[src/rtl/vdp_host_port.sv]
// CPU register port feeding the VDP write interface: auto-incrementing VRAM
// pointer, single-byte data writes and a hardware fill engine.
module vdp_host_port (
  input  logic        write_clk,
  input  logic        reset,
  input  logic        cpu_cs,
  input  logic        cpu_we,
  input  logic [2:0]  cpu_addr,
  input  logic [7:0]  cpu_wdata,
  output logic [7:0]  cpu_rdata,
  output logic        busy,
  output logic [13:0] vdp_addr,
  output logic [7:0]  vdp_data,
  output logic        vdp_we
);

  typedef enum logic {
    S_IDLE,
    S_FILL
  } state_t;

  state_t      state, state_nx;
  logic [13:0] ptr, ptr_nx;
  logic [13:0] cnt, cnt_nx;
  logic [7:0]  incr, incr_nx;
  logic [7:0]  fill_val, fill_val_nx;
  logic        ovr, ovr_nx;
  logic [7:0]  rdata_nx;
  logic        busy_nx;
  logic [13:0] vaddr_nx;
  logic [7:0]  vdata_nx;
  logic        we_nx;
  logic        wr_acc;
  logic        rd_acc;
  logic [13:0] ptr_inc;

  // State and registered outputs; reset aborts any fill in progress.
  always_ff @(posedge write_clk) begin
    if (!reset) begin
      state     <= S_IDLE;
      ptr       <= '0;
      cnt       <= '0;
      incr      <= 8'd1;
      fill_val  <= '0;
      ovr       <= 1'b0;
      cpu_rdata <= '0;
      busy      <= 1'b0;
      vdp_addr  <= '0;
      vdp_data  <= '0;
      vdp_we    <= 1'b0;
    end else begin
      state     <= state_nx;
      ptr       <= ptr_nx;
      cnt       <= cnt_nx;
      incr      <= incr_nx;
      fill_val  <= fill_val_nx;
      ovr       <= ovr_nx;
      cpu_rdata <= rdata_nx;
      busy      <= busy_nx;
      vdp_addr  <= vaddr_nx;
      vdp_data  <= vdata_nx;
      vdp_we    <= we_nx;
    end
  end

  // Next-state, register updates, read mux and VDP write generation.
  always_comb begin
    state_nx    = state;
    ptr_nx      = ptr;
    cnt_nx      = cnt;
    incr_nx     = incr;
    fill_val_nx = fill_val;
    ovr_nx      = ovr;
    rdata_nx    = cpu_rdata;
    busy_nx     = 1'b0;
    vaddr_nx    = vdp_addr;
    vdata_nx    = vdp_data;
    we_nx       = 1'b0;
    wr_acc      = cpu_cs & cpu_we;
    rd_acc      = cpu_cs & ~cpu_we;
    ptr_inc     = ptr + {6'b0, incr};

    if (rd_acc) begin
      case (cpu_addr)
        3'd0:    rdata_nx = ptr[7:0];
        3'd1:    rdata_nx = {2'b00, ptr[13:8]};
        3'd3:    rdata_nx = incr;
        3'd4:    rdata_nx = cnt[7:0];
        3'd5:    rdata_nx = {2'b00, cnt[13:8]};
        default: begin
          rdata_nx = {busy, ovr, 6'b0};
          ovr_nx   = 1'b0;
        end
      endcase
    end

    case (state)
      S_IDLE: begin
        if (wr_acc) begin
          case (cpu_addr)
            3'd0: ptr_nx  = {ptr[13:8], cpu_wdata};
            3'd1: ptr_nx  = {cpu_wdata[5:0], ptr[7:0]};
            3'd2: begin
              we_nx    = 1'b1;
              vaddr_nx = ptr;
              vdata_nx = cpu_wdata;
              ptr_nx   = ptr_inc;
            end
            3'd3: incr_nx = cpu_wdata;
            3'd4: cnt_nx  = {cnt[13:8], cpu_wdata};
            3'd5: cnt_nx  = {cpu_wdata[5:0], cnt[7:0]};
            3'd6: begin
              // The first fill byte is issued on the starting edge so the
              // pulse train lines up with busy; a single-byte fill never
              // needs to enter S_FILL.
              if (cnt != '0) begin
                fill_val_nx = cpu_wdata;
                we_nx       = 1'b1;
                busy_nx     = 1'b1;
                vaddr_nx    = ptr;
                vdata_nx    = cpu_wdata;
                ptr_nx      = ptr_inc;
                cnt_nx      = cnt - 14'd1;
                if (cnt != 14'd1) state_nx = S_FILL;
              end
            end
            default: ;
          endcase
        end
      end
      S_FILL: begin
        we_nx    = 1'b1;
        busy_nx  = 1'b1;
        vaddr_nx = ptr;
        vdata_nx = fill_val;
        ptr_nx   = ptr_inc;
        cnt_nx   = cnt - 14'd1;
        if (cnt == 14'd1) state_nx = S_IDLE;
        // Placed after the STATUS read clear so a coincident set wins.
        if (wr_acc) ovr_nx = 1'b1;
      end
      default: state_nx = S_IDLE;
    endcase
  end

endmodule

[config.mk]
export PLATFORM = sky130hd
export DESIGN_NAME = vdp_host_port
export DESIGN_NICKNAME = d
export VERILOG_FILES = /design/src/rtl/vdp_host_port.sv
export SDC_FILE = /design/constraint.sdc
export NUM_CORES = 1
export LEC_CHECK = 0
export CORE_MARGIN = 1.5
export CORE_UTILIZATION = 25
export DETAILED_ROUTE_END_ITERATION = 8
export PLACE_DENSITY = 0.52
export SLEW_MARGIN = 20
export SYNTH_ARGS = -nofsm -noshare
export SYNTH_HDL_FRONTEND = slang
export SYNTH_SLANG_ARGS = --single-unit
[constraint.sdc]
create_clock -name write_clk -period 2.4 [get_ports write_clk]
set_input_delay 0.48 -clock write_clk [delete_from_list [all_inputs] [get_ports write_clk]]
set_output_delay 0.48 -clock write_clk [all_outputs]
set_load 0.01 [all_outputs]
**After elaboration in Yosys (flattened, before gate mapping)**

Cells that the tools add are included.

- Add/sub/neg operators: 2
- Eq/ne operators: 19
- Multiplexer cells: 34
- Bitwise logic cells: 4
- Reduce and logical (&&, ||, !) cells: 10

Operator list:

| operator | number |
|---|---|
| 14-bit case mux with 2 select lines | 4 |
| 14-bit 2-to-1 mux | 6 |
| 14-bit case mux with 4 select lines | 1 |
| 14-bit case mux with 3 select lines | 1 |
| 8-bit case mux with 5 select lines | 1 |
| 8-bit case mux with 2 select lines | 2 |
| 4-bit AND reduction | 5 |
| 8-bit 2-to-1 mux | 2 |
| 14-bit by 8-bit adder with 14-bit output | 1 |
| 14-bit by 1-bit == test with 1-bit output, second input constant | 1 |
| 14-bit by 1-bit != test with 1-bit output, second input constant | 1 |
| 14-bit nonzero test | 1 |
| 14-bit by 1-bit subtractor with 14-bit output, second input constant | 1 |
| 1-bit 2-to-1 mux | 13 |
| 2-bit != test, second input constant | 5 |
| 3-bit == test, second input constant | 3 |
| 3-bit by 1-bit != test with 1-bit output, second input constant | 3 |
| 4-bit by 1-bit != test with 1-bit output, second input constant | 2 |
| 1-bit case mux with 2 select lines | 4 |
| 3-bit by 2-bit == test with 1-bit output, second input constant | 2 |
| 3-bit AND reduction | 2 |
| 5-bit OR reduction | 1 |
| 3-bit by 1-bit == test with 1-bit output, second input constant | 1 |
| 3-bit zero test | 1 |
| 3 further kinds | 5 |

- Bits in registers: 78
- Input port bits: 15
- Output and inout bits: 32
- Word-level logic and storage cells: 82

**Logic depth before layout (Yosys ltp)**

- Depth in word-level cells: 6
- Depth in mapped cells: 11
- Depth with buffers taken out: 9

**Worst setup path after synthesis**

No wires, ideal clock.

- Kind: register to register
- From: register cnt[0]
- To: register vdp_addr[9]
- Library setup time: 132 ps
- Arrival: 2272 ps
- Data required time: 2268 ps
- Setup slack: -4 ps
- Cell stages (with the launch flop): 12
- Buffers on the path: 3
- Clock period less this slack: 2404 ps
- Path through: dfxtp_1 inv_1 ha_1 or4b_2 nor4_4 a21oi_2 buf_6 or2_1 buf_2 buf_6 nand2_1 a21oi_1

- Cells in the longest elaborated chain, start to end: 3

RTL lines:

| item | RTL line | RTL |
|---|---|---|
| from (decl) | 24 | `logic [13:0] cnt, cnt_nx;` |
| from (signal assigned) | 54 | `cnt <= cnt_nx;` |
| 14-bit nonzero test | 116 | `if (cnt != '0) begin` |
| 3-bit != test (no source line) | - |  |
| 3-bit AND reduction (no source line) | - |  |
| to (signal assigned) | 60 | `vdp_addr <= vaddr_nx;` |
| to (decl) | 12 | `output logic [13:0] vdp_addr,` |

No other way between the ends.
A chain may end at the register's enable or synchronous reset.

**Worst setup path after layout**

- From: register cnt[1]
- To: register ptr[1]

- Cells in the longest elaborated chain, start to end: 3

RTL lines:

| item | RTL line | RTL |
|---|---|---|
| 14-bit nonzero test | 116 |  |
| 3-bit != test (no source line) | - |  |
| 4-bit AND reduction (no source line) | - |  |
| to (signal assigned) | 53 | `ptr <= ptr_nx;` |
| to (decl) | 23 | `logic [13:0] ptr, ptr_nx;` |

No other way between the ends.

==> qor.yml <==
clocking:
  clk_pin_slew_ns: 0.07
  htreeDepth: 3
  cts_made_buffers: 9
  cts_tree: "done"
  clock_latency_ns: 0.35
  cts-root-buf: "clkbuf_16"
  cts.sinks: 78
  clockBufferDepth: 2
pwr:
  ir_worst_vdd_mv: 0.356
  p_leak_uw: 0.00220
  combPwrFrac_pct: 15.9
  p_clk_share_pct: 41.4
  sw_frac_of_total_pct: 27.6
  power.density_nw_per_um2: 548
  share_seq_of_total_power_pct: 42.7
  p_int_uw: 2280
  switchingPower_uw: 868
setup_path:
  worstPathMaxFanout: 8
  critPathCaptureType: "flip-flop"
  worstPathArrival_ns: 2.67
  worstRegToRegCells: 9
  critPathKind: "reg -> reg"
  crit_family: "simple AND/OR/NAND/NOR gates"
  cpMaxStageDelayCell: "or4b_4"
  crit_cells: 9
  cp_num_buf_inv: 3
  slowest_delay_ns: 0.46
  setup.worst_path.end: "ptr[1]$_SDFFE_PN0P_"
  critPathLaunch: "cnt[1]$_SDFFE_PN0P_"
  path_cells: "inv_2 -> ha_4 -> or4b_4 -> nor4_4 -> buf_4 -> nor2_2 -> a311o_1 -> buf_12 -> a211oi_2"
  r2r-start: "cnt[1]$_SDFFE_PN0P_"
  reg2reg_slack_ns: -0.001
  r2r-end: "ptr[1]$_SDFFE_PN0P_"
  cp-start-kind: "flip-flop"
  required_ns: 2.67
grt:
  grt_pass1_vias: 4155
  antenna_found_initial: 0
  grt_overflow: 0
  grt_max_degree: 39
  grt_use_total_pct: 16.4
  grt_pass1_wl_um: 22700
route:
  ant_nets: 0
  via_count: 4318
  avgRoutedWirePerCell_um: 17.1
  drt-initial-drc-count: 372
  wl_met2_um: 6550
  routed_wl_um: 14400
  via_per_inst: 5.13
  dr.pass1.iters: 5
  route.met3.wl_um: 812
  top_layer: "met4"
  drc: 0
  wl_met1_um: 6590
place:
  gp_routability_congestion: 0.877
  dp_hpwl_um: 10500
  io_buffers: 46
  placed_cell_area_um2: 5360
floorplanning:
  die_x_um: 134
  dieArea_um2: 17900
  ios: 47
  rows: 47
  die_h_um: 134
  core_area_um2: 16600
  start_util_pct: 25.7
yosys:
  avgSynthCellArea_um2: 8.14
  synth_flop_cell: "dfxtp_1"
  synthesis.nets: 552
  ys_types: 64
  synth-edff-count: 0
  async_flop_share_pct: 0
  synth_seq_cells: 78
  ys.warnings.count: 0
  seq_area_frac_synth_pct: 36.6
  syn-instance-count: 525
  syn-cell-area_um2: 4270
run_status:
  status: "finished with violations"
  violations: "negative setup slack"
worst_hold_path:
  holdCritPathClass: "reg -> reg"
  hp-start: "vdp_addr[8]$_SDFFE_PN0P_"
final_layout:
  final_util_pct: 34.5
  area_growth_pct: 34.5
  num-nets-final: 644
  final_area_um2: 5750
  drive_gt1_share_pct: 19.0
  n_antenna_cell: 0
sta:
  min_period_ns: 2.40
  setup_ws_ns: -0.00124
  setup_violations: 1
  finalCritPeriodShare_pct: 100
  fmaxAchievable_ghz: 0.416
  slew_viol_final: 0
  relSlewSlack_pct: 62.0
  skew_ns: 0.0124
  rsz0062_at_grt: "true"
  hold_viol_final: 0
  worst_pin_slew_ns: 0.565
job:
  cap_violations: 0
## power by group through the flow
stage / Clock, µW / Combinational [µW] / Sequential, µW
2_1_floorplan: 0 / 254 / 1370
3_3_place_gp: 0 / 468 / 1370
3_5_place_dp: 0 / 473 / 1370
4_1_cts: 1340 / 474 / 1340
5_1_grt: 1390 / 539 / 1350
6_report: 1300 / 499 / 1340
## worst min-delay path: cells and delay by family, from the launching register on
family / cells / cell delay [ns]
compound gates: 1 / 0.05
flops: 1 / 0.31
simple gates: 1 / 0.05
## registers in the layout (all words and copies together) (netlist names)
signal and count:
busy 1, cnt 14, cpu_rdata 8, fill_val 8, incr 8, ovr 1, ptr 14, state 1
vdp_addr 14, vdp_data 8, vdp_we 1
## final cells by class
class | instances | area, µm²
Timing Repair Buffer | 116 | 1040
Multi-Input combinational cell | 401 | 2540
Clock inverter | 6 | 47.5
Tap cell | 220 | 275
Inverter | 11 | 41.3
Sequential cell | 78 | 1570
Fill cell | 1728 | 10900
Clock buffer | 10 | 239
## cells in the final DEF, fill, tap and decap left out, types with 11 or more instances in the layout
| cell | netlist | routed |
|---|---|---|
| a21oi_1 | 50 | 50 |
| a22oi_1 | 11 | 11 |
| buf_4 | 0 | 66 |
| clkdlybuf4s50_1 | 0 | 46 |
| dfxtp_1 | 78 | 75 |
| mux2i_1 | 28 | 28 |
| nand2_1 | 56 | 56 |
| nand3_1 | 15 | 15 |
| nor2_1 | 58 | 56 |
| o21ai_0 | 40 | 38 |
## Yosys cell counts (4+ instances only)
| library cell | count | area share, % |
|---|---|---|
| buf_2 | 4 | 0.47 |
| buf_6 | 5 | 1.3 |
| nand3_1 | 15 | 1.8 |
| nand2b_1 | 4 | 0.59 |
| and3_1 | 8 | 1.2 |
| o22ai_1 | 7 | 1.0 |
| a22oi_1 | 11 | 1.9 |
| nor2b_1 | 6 | 0.88 |
| mux2_2 | 4 | 1.1 |
| dfxtp_1 | 78 | 37 |
| ha_1 | 11 | 3.2 |
| nand2_1 | 56 | 4.9 |
| o21a_1 | 4 | 0.70 |
| inv_1 | 11 | 0.97 |
| a21oi_1 | 50 | 5.9 |
| a211oi_1 | 6 | 1.1 |
| a32o_1 | 5 | 1.2 |
| nor2_1 | 58 | 5.1 |
| nand4_1 | 4 | 0.59 |
| mux2i_1 | 28 | 6.6 |
| o21ai_0 | 40 | 4.7 |
| a31o_2 | 4 | 0.82 |
| and2_1 | 4 | 0.59 |
| nor3_1 | 10 | 1.2 |
| a31oi_1 | 4 | 0.59 |
| a211oi_2 | 5 | 1.5 |
| clkbuf_1 | 25 | 2.2 |
## metrics by stage
| stage | power, µW | setup WS, ns | hold slack (ns) | TNS (ns) | cells |
|---|---|---|---|---|---|
| 2_1_floorplan | 1630 | 0.0389 | 0.457 | 0 | 525 |
| 3_3_place_gp | 1840 | -0.00205 | 0.442 | -0.00205 | 822 |
| 3_5_place_dp | 1850 | -0.0369 | 0.446 | -0.145 | 822 |
| 4_1_cts | 3160 | 0.0998 | 0.453 | 0 | 838 |
| 5_1_grt | 3280 | -0.0924 | 0.477 | -0.731 | 842 |
| 6_report | 3150 | -0.00124 | 0.447 | -0.00124 | 842 |
## worst min-delay path by stage
stage	endpoint	slack, ns	cells after the start
final	vdp_addr[8]$_SDFFE_PN0P_	0.45	2
after global routing	vdp_addr[5]$_SDFFE_PN0P_	0.48	2
after CTS	vdp_addr[8]$_SDFFE_PN0P_	0.45	2
after detailed placement	vdp_addr[8]$_SDFFE_PN0P_	0.45	2
after global placement	vdp_addr[12]$_SDFFE_PN0P_	0.44	2
after floorplan	vdp_addr[13]$_SDFFE_PN0P_	0.46	2
## cells by family after synthesis
group | share of synthesized area, %
multiplexers | 7.62
AND/OR/NAND/NOR | 20.7
buffers and inverters | 5.04
AO/OA/AOI/OAI | 25.6
adder cells (fa/ha/maj) | 3.69
flip-flops | 36.6
XOR/XNOR | 0.820
## what timing repair did
action                     4_1_cts  5_1_grt
hold buffers                     0        0
setup buffers                    0        3
setup endpoints to repair        1       34
gates cloned                     0        1
pin swaps                        1        6
gates resized for setup          0       16
## metal layers
metal	vias up	global-route usage (%)
li1	2104	-
met1	2036	21.6
met2	151	25.6
met3	27	4.03
met4	0	7.13
met5	-	0
Power figures use the tool's default switching activity.
